**config.mk**
```make
export PLATFORM = sky130hd
export DESIGN_NAME = flash_reader
export DESIGN_NICKNAME = d
export VERILOG_FILES = /design/src/rtl/flash_reader.sv
export SDC_FILE = /design/constraint.sdc
export NUM_CORES = 1
export LEC_CHECK = 0
export ABC_CLOCK_PERIOD_IN_PS = 2300
export BUFFER_PORTS_ARGS = -buffer_cell sky130_fd_sc_hd__clkbuf_2
export CAP_MARGIN = 20
export CELL_PAD_IN_SITES_DETAIL_PLACEMENT = 1
export CELL_PAD_IN_SITES_GLOBAL_PLACEMENT = 1
export CORE_MARGIN = 3
export CORE_UTILIZATION = 40
export CTS_CLUSTER_SIZE = 10
export DETAILED_ROUTE_END_ITERATION = 8
export GPL_TIMING_DRIVEN = 0
export PLACE_DENSITY_LB_ADDON = 0.1
export SLEW_MARGIN = 20
export SYNTH_ARGS = -nofsm -noshare
export SYNTH_HDL_FRONTEND = slang
export SYNTH_SLANG_ARGS = --single-unit
```
**constraint.sdc**
```tcl
create_clock -name clk -period 2.3 [get_ports clk]
set_input_delay 0.23 -clock clk [delete_from_list [all_inputs] [get_ports clk]]
set_output_delay 0.23 -clock clk [all_outputs]
set_load 0.005 [all_outputs]
```
**src/rtl/flash_reader.sv**
```systemverilog
// SPI mode-0 boot-flash reader: issues READ (0x03) plus a 24-bit address, then streams
// the requested number of bytes out with a one-cycle valid strobe per byte.
module flash_reader #(
   parameter int ClockDivider  = 0,
   parameter int CountBitWidth = 16
) (
   input  logic                     clk,
   input  logic                     rst_n,
   input  logic                     start,
   input  logic [23:0]              address,
   input  logic [CountBitWidth-1:0] byte_count,
   output logic                     busy,
   output logic [7:0]               data_out,
   output logic                     data_out_valid,
   output logic                     done,
   output logic                     flash_clk,
   input  logic                     flash_miso,
   output logic                     flash_mosi,
   output logic                     flash_cs_n
);

   localparam int TickW = (ClockDivider < 1) ? 1 : $clog2(ClockDivider + 1);
   localparam logic [TickW-1:0]         TickMax   = TickW'(ClockDivider);
   localparam logic [TickW-1:0]         TickZero  = TickW'(1'b0);
   localparam logic [TickW-1:0]         TickOne   = TickW'(1'b1);
   localparam logic [CountBitWidth-1:0] CountZero = CountBitWidth'(1'b0);
   localparam logic [CountBitWidth-1:0] CountOne  = CountBitWidth'(1'b1);
   localparam logic [7:0]               ReadCmd   = 8'h03;

   typedef enum logic [2:0] {
      IDLE     = 3'd0,
      SELECT   = 3'd1,
      CMD      = 3'd2,
      RECV     = 3'd3,
      DESELECT = 3'd4
   } state_t;

   state_t                   state_r, state_s;
   logic [TickW-1:0]         tick_r, tick_s, tick_inc_s;
   logic                     tick_end_s;
   logic                     accept_s;
   logic                     sclk_r, sclk_s;
   logic                     cs_n_r, cs_n_s;
   logic                     mosi_r, mosi_s;
   logic [31:0]              shift_r, shift_s;
   logic [4:0]               bit_cnt_r, bit_cnt_s;
   logic [7:0]               rx_r, rx_s;
   logic [CountBitWidth-1:0] remaining_r, remaining_s;
   logic [7:0]               data_r, data_s;
   logic                     valid_r, valid_s;
   logic                     done_r, done_s;
   logic                     busy_r, busy_s;

   // Next-state and next-output computation for the whole transfer sequencer.
   always_comb begin
      state_s     = state_r;
      sclk_s      = sclk_r;
      cs_n_s      = cs_n_r;
      mosi_s      = mosi_r;
      shift_s     = shift_r;
      bit_cnt_s   = bit_cnt_r;
      rx_s        = rx_r;
      remaining_s = remaining_r;
      data_s      = data_r;
      valid_s     = 1'b0;
      done_s      = 1'b0;
      accept_s    = 1'b0;
      tick_end_s  = (tick_r == TickMax);
      tick_inc_s  = tick_end_s ? TickZero : (tick_r + TickOne);
      tick_s      = tick_inc_s;

      case (state_r)
         IDLE: begin
            tick_s   = TickZero;
            accept_s = start;
         end
         SELECT: begin
            if (tick_end_s) begin
               state_s = CMD;
            end else begin
               state_s = SELECT;
            end
         end
         CMD: begin
            if (tick_end_s) begin
               sclk_s = ~sclk_r;
               // Falling edge: present the next command/address bit.
               if (sclk_r) begin
                  shift_s = {shift_r[30:0], 1'b0};
                  if (bit_cnt_r == 5'd31) begin
                     state_s   = RECV;
                     bit_cnt_s = 5'd0;
                     mosi_s    = 1'b0;
                  end else begin
                     bit_cnt_s = bit_cnt_r + 5'd1;
                     mosi_s    = shift_r[30];
                  end
               end else begin
                  shift_s = shift_r;
               end
            end else begin
               sclk_s = sclk_r;
            end
         end
         RECV: begin
            if (tick_end_s) begin
               sclk_s = ~sclk_r;
               if (!sclk_r) begin
                  rx_s = {rx_r[6:0], flash_miso};
               end else if (bit_cnt_r == 5'd7) begin
                  bit_cnt_s   = 5'd0;
                  data_s      = rx_r;
                  valid_s     = 1'b1;
                  remaining_s = remaining_r - CountOne;
                  if (remaining_r == CountOne) begin
                     state_s = DESELECT;
                     cs_n_s  = 1'b1;
                  end else begin
                     state_s = RECV;
                  end
               end else begin
                  bit_cnt_s = bit_cnt_r + 5'd1;
               end
            end else begin
               rx_s = rx_r;
            end
         end
         DESELECT: begin
            // The last CS-high cycle doubles as the done cycle, so a new start is taken here.
            if (tick_end_s) begin
               state_s  = IDLE;
               accept_s = start;
            end else begin
               state_s = DESELECT;
            end
         end
         default: begin
            state_s = IDLE;
            tick_s  = TickZero;
            cs_n_s  = 1'b1;
            sclk_s  = 1'b0;
            mosi_s  = 1'b0;
         end
      endcase

      if (accept_s) begin
         if (byte_count != CountZero) begin
            state_s     = SELECT;
            tick_s      = TickZero;
            cs_n_s      = 1'b0;
            sclk_s      = 1'b0;
            shift_s     = {ReadCmd, address};
            mosi_s      = ReadCmd[7];
            bit_cnt_s   = 5'd0;
            remaining_s = byte_count;
         end else begin
            done_s = 1'b1;
         end
      end else begin
         done_s = (state_s == DESELECT) && (tick_s == TickMax);
      end

      busy_s = (state_s != IDLE) && !((state_s == DESELECT) && (tick_s == TickMax));
   end

   // State and output registers; all SPI pins come straight from these flops.
   always_ff @(posedge clk or negedge rst_n) begin
      if (!rst_n) begin
         state_r     <= IDLE;
         tick_r      <= TickZero;
         sclk_r      <= 1'b0;
         cs_n_r      <= 1'b1;
         mosi_r      <= 1'b0;
         shift_r     <= 32'h0000_0000;
         bit_cnt_r   <= 5'd0;
         rx_r        <= 8'h00;
         remaining_r <= CountZero;
         data_r      <= 8'h00;
         valid_r     <= 1'b0;
         done_r      <= 1'b0;
         busy_r      <= 1'b0;
      end else begin
         state_r     <= state_s;
         tick_r      <= tick_s;
         sclk_r      <= sclk_s;
         cs_n_r      <= cs_n_s;
         mosi_r      <= mosi_s;
         shift_r     <= shift_s;
         bit_cnt_r   <= bit_cnt_s;
         rx_r        <= rx_s;
         remaining_r <= remaining_s;
         data_r      <= data_s;
         valid_r     <= valid_s;
         done_r      <= done_s;
         busy_r      <= busy_s;
      end
   end

   assign busy           = busy_r;
   assign data_out       = data_r;
   assign data_out_valid = valid_r;
   assign done           = done_r;
   assign flash_clk      = sclk_r;
   assign flash_mosi     = mosi_r;
   assign flash_cs_n     = cs_n_r;

endmodule

```
==> impl_metrics.py <==
metrics = {
    "timing": {
        "setup_viol": 0,
        "rsz0062_at_grt": "yes",
        "slew_headroom": 0.595,
        "timing.final.crit_share": 0.996,
        "hold_viol_final": 0,
        "hold_ws_ns": 0.106,
        "worst_pin_slew_ns": 0.605,
        "maxClockFrequency_ghz": 0.437,
        "drv_slew": 0,
        "finalCriticalPeriod_ns": 2.29,
        "fin_skew_ns": 0.00999,
    },
    "setup_path": {
        "timing.rr.start": "remaining_r[3]",
        "crit_arrival_ns": 2.56,
        "path_common_cell": "or4_1",
        "crit_path_max_fanout": 6,
        "crit_path_max_incr_delay_ns": 0.57,
        "critPathSlowestCell": "or4_4",
        "r2r.worst_path.cells": 5,
        "crit_type": "reg -> reg",
        "path_buf_inv": 1,
        "critPathRequiredTime_ns": 2.57,
        "worstSetupEndpointType": "flip-flop",
        "r2r-end": "remaining_r[11]",
        "rrSetupSlack_ns": 0.009,
        "crit_family": "simple AND/OR/NAND/NOR gates",
        "cp-start-kind": "flip-flop",
        "crit_cells": 5,
        "path_cells": "or4_4 > or4_1 > buf_2 > or4_1 > a31oi_1",
    },
    "pwr": {
        "ir_drop_mv": 0.467,
        "power_mw": 3.86,
        "leakagePower_nw": 1.96,
        "cellPowerDensity_nw_per_um2": 862,
    },
    "clock_tree": {
        "clk-insertion-delay-late_ns": 0.35,
        "clock_sinks": 77,
        "cts-root-buf": "clkbuf_8",
        "htreeDepth": 3,
        "clkSlewWorstSetupHoldPaths_ns": 0.09,
        "cts_buffers": 9,
        "cts_buffer_depth": 2,
        "cts_tree": "done",
    },
    "hold_path": {
        "holdPathStages": 3,
        "min_path_type": "in -> reg",
        "hold_end": "shift_r[0]",
        "hp-start": "address[0]",
    },
    "finish": {
        "antenna_cells": 0,
        "area_growth_pct": 18.4,
        "final_cell_mix": "dfrtp_1 (76), clkbuf_2 (59), nand3_1 (31)",
        "final_common_cell": "dfrtp_1",
        "layout.nets": 484,
        "fin_util": 0.501,
        "drive_above_1_share": 0.256,
    },
    "route": {
        "drt_iter0_markers": 110,
        "wirelength_mm": 9.74,
        "wl_per_cell_um": 17.7,
        "drc": 0,
        "dr_total_vias": 3089,
        "first_pass_iters": 4,
        "ant_nets": 0,
        "viasPerCell": 5.63,
    },
    "grt": {
        "grt_pass1_vias": 3200,
        "grt_max_degree": 43,
        "track_usage": 0.196,
        "grt_pass1_wl_mm": 16.3,
        "antenna_found_initial": 0,
        "grt.overflow.total": 0,
    },
    "synthesis": {
        "syn_area_um2": 3780,
        "syn_nets": 412,
        "synth_mux_area_frac": 0.120,
        "yosys.area_share.simple": 0.184,
        "synth_fa_ha_area_frac": 0.0132,
        "synth.avg_cell_area_um2": 10.4,
        "synth-async-reset-ratio": 1.00,
        "synth_compound_area_frac": 0.124,
        "synth_xor_xnor_area_share": 0.0185,
        "synth_top_family_by_area": "simple AND/OR/NAND/NOR gates",
        "synthCells": 364,
        "ys_dominant_reg_cell": "dfrtp_1",
        "yosysWarnings": 0,
        "synth_edf_count": 0,
        "seq_area_frac_synth": 0.510,
        "ys_seq_elements": 77,
        "yosys.cell_types.count": 50,
    },
    "place": {
        "hpwl_mm": 7.13,
        "io_buffers": 57,
        "gp_congestion": 0.824,
    },
    "floorplanning": {
        "num_io_pins": 58,
        "fp.dieH_um": 103,
        "core_um2": 8930,
        "die_area_um2": 10700,
        "dieWidth_um": 103,
        "num_rows": 34,
        "start_util": 0.423,
    },
    "outcome": {
        "status": "finished, final reports clean",
    },
    "flow_run": {
        "max_cap_violations": 0,
    },
}
==> layout make-up <==
class,instances,area (um2)
clock inverter,7,75.1
sequential,77,1930
fill,1021,4460
multi-input combinational,258,1760
tap,108,135
buffer,23,96.3
timing repair buffer,61,333
inverter,6,22.5
clock buffer,9,124
==> worst min-delay path, cell delays in order <==
cell and delay (ns):
clkbuf_2 0.08, nand3_1 0.06, o21ai_1 0.06
==> sequential cells by signal (all words and copies together) (netlist names) <==
name	count
bit_cnt_r	5
flash_mosi	1
done	1
state_r	3
flash_cs_n	1
rx_r	8
data_out_valid	1
flash_clk	1
remaining_r	16
shift_r	31
data_out	8
busy	1
==> per-layer routing <==
layer  up-vias  part of all wire  routed length [um]  GRT usage
li1       1488                 -                   -          -
met1      1543              0.49                4740      0.272
met2        50              0.48                4640      0.318
met3         8             0.029                 283     0.0302
met4         0            0.0083                  81     0.0568
met5         -                 0                   0          0
==> stage by stage <==
step	setup TNS [ns]	worst slack (ns)	instances	area (um2)
after detailed placement	-8.19	-0.215	530	4220
final	0	0.00920	549	4480
after CTS	0	0.0121	547	4460
after floorplan	0	0.126	364	3780
after global placement	-5.67	-0.150	529	4200
after global routing	-0.0756	-0.0391	549	4480
==> logic make-up (layout without fill, tap and decap cells) <==
| group | Yosys count | after routing |
|---|---|---|
| compound gates | 76 | 76 |
| simple gates | 127 | 127 |
| xor+xnor | 8 | 8 |
| flops | 77 | 77 |
| fa+ha+maj | 4 | 4 |
| mux | 43 | 43 |
| buf+inv | 29 | 106 |
==> synthesized netlist by cell type, drive strengths merged (2+ instances only) <==
cell | n | share of area
or4 | 10 | 0.022
o21ai | 36 | 0.048
xor2 | 2 | 0.0046
nor2b | 3 | 0.0050
buf | 6 | 0.0063
o31a | 2 | 0.0046
nor2 | 10 | 0.0099
a31oi | 9 | 0.015
o211ai | 2 | 0.0040
ha | 4 | 0.013
o41ai | 3 | 0.012
nand3b | 2 | 0.0040
mux2 | 19 | 0.057
o31ai | 3 | 0.0060
nand2 | 29 | 0.029
nor3b | 2 | 0.0040
mux2i | 24 | 0.064
nand4 | 3 | 0.0050
nor3 | 13 | 0.017
inv | 5 | 0.0050
a21oi | 13 | 0.017
dfrtp | 76 | 0.50
or3 | 8 | 0.014
and3 | 2 | 0.0033
and3b | 3 | 0.0070
xnor2 | 6 | 0.014
nand3 | 31 | 0.041
clkbuf | 17 | 0.017
nand4b | 3 | 0.0070
nor4 | 4 | 0.0066
==> how the worst max path moves through the flow <==
| stage | start | end | slack, ns |
|---|---|---|---|
| floorplan | remaining_r[0] | remaining_r[11] | 0.13 |
| global placement | byte_count[8] | remaining_r[11] | -0.15 |
| detailed placement | byte_count[8] | remaining_r[15] | -0.22 |
| CTS | remaining_r[1] | remaining_r[11] | 0.01 |
| global route | bit_cnt_r[1] | remaining_r[11] | -0.04 |
| finish | remaining_r[3] | remaining_r[11] | 0.009 |
==> what timing repair did <==
item                                    4_1_cts  5_1_grt
pin swaps                                     2        1
setup buffers                                 0        2
hold buffers                                  1        0
gates resized for setup                       9        4
endpoints found under the hold margin        35        0
endpoints found under the setup margin       31       13
==> where the power goes <==
part	switching (mW)	internal, mW	total, mW
sequential	0.209	1.65	1.86
combinational	0.519	0.436	0.956
clock	0.537	0.507	1.04
No activity file was read; power rests on OpenSTA's default activity.
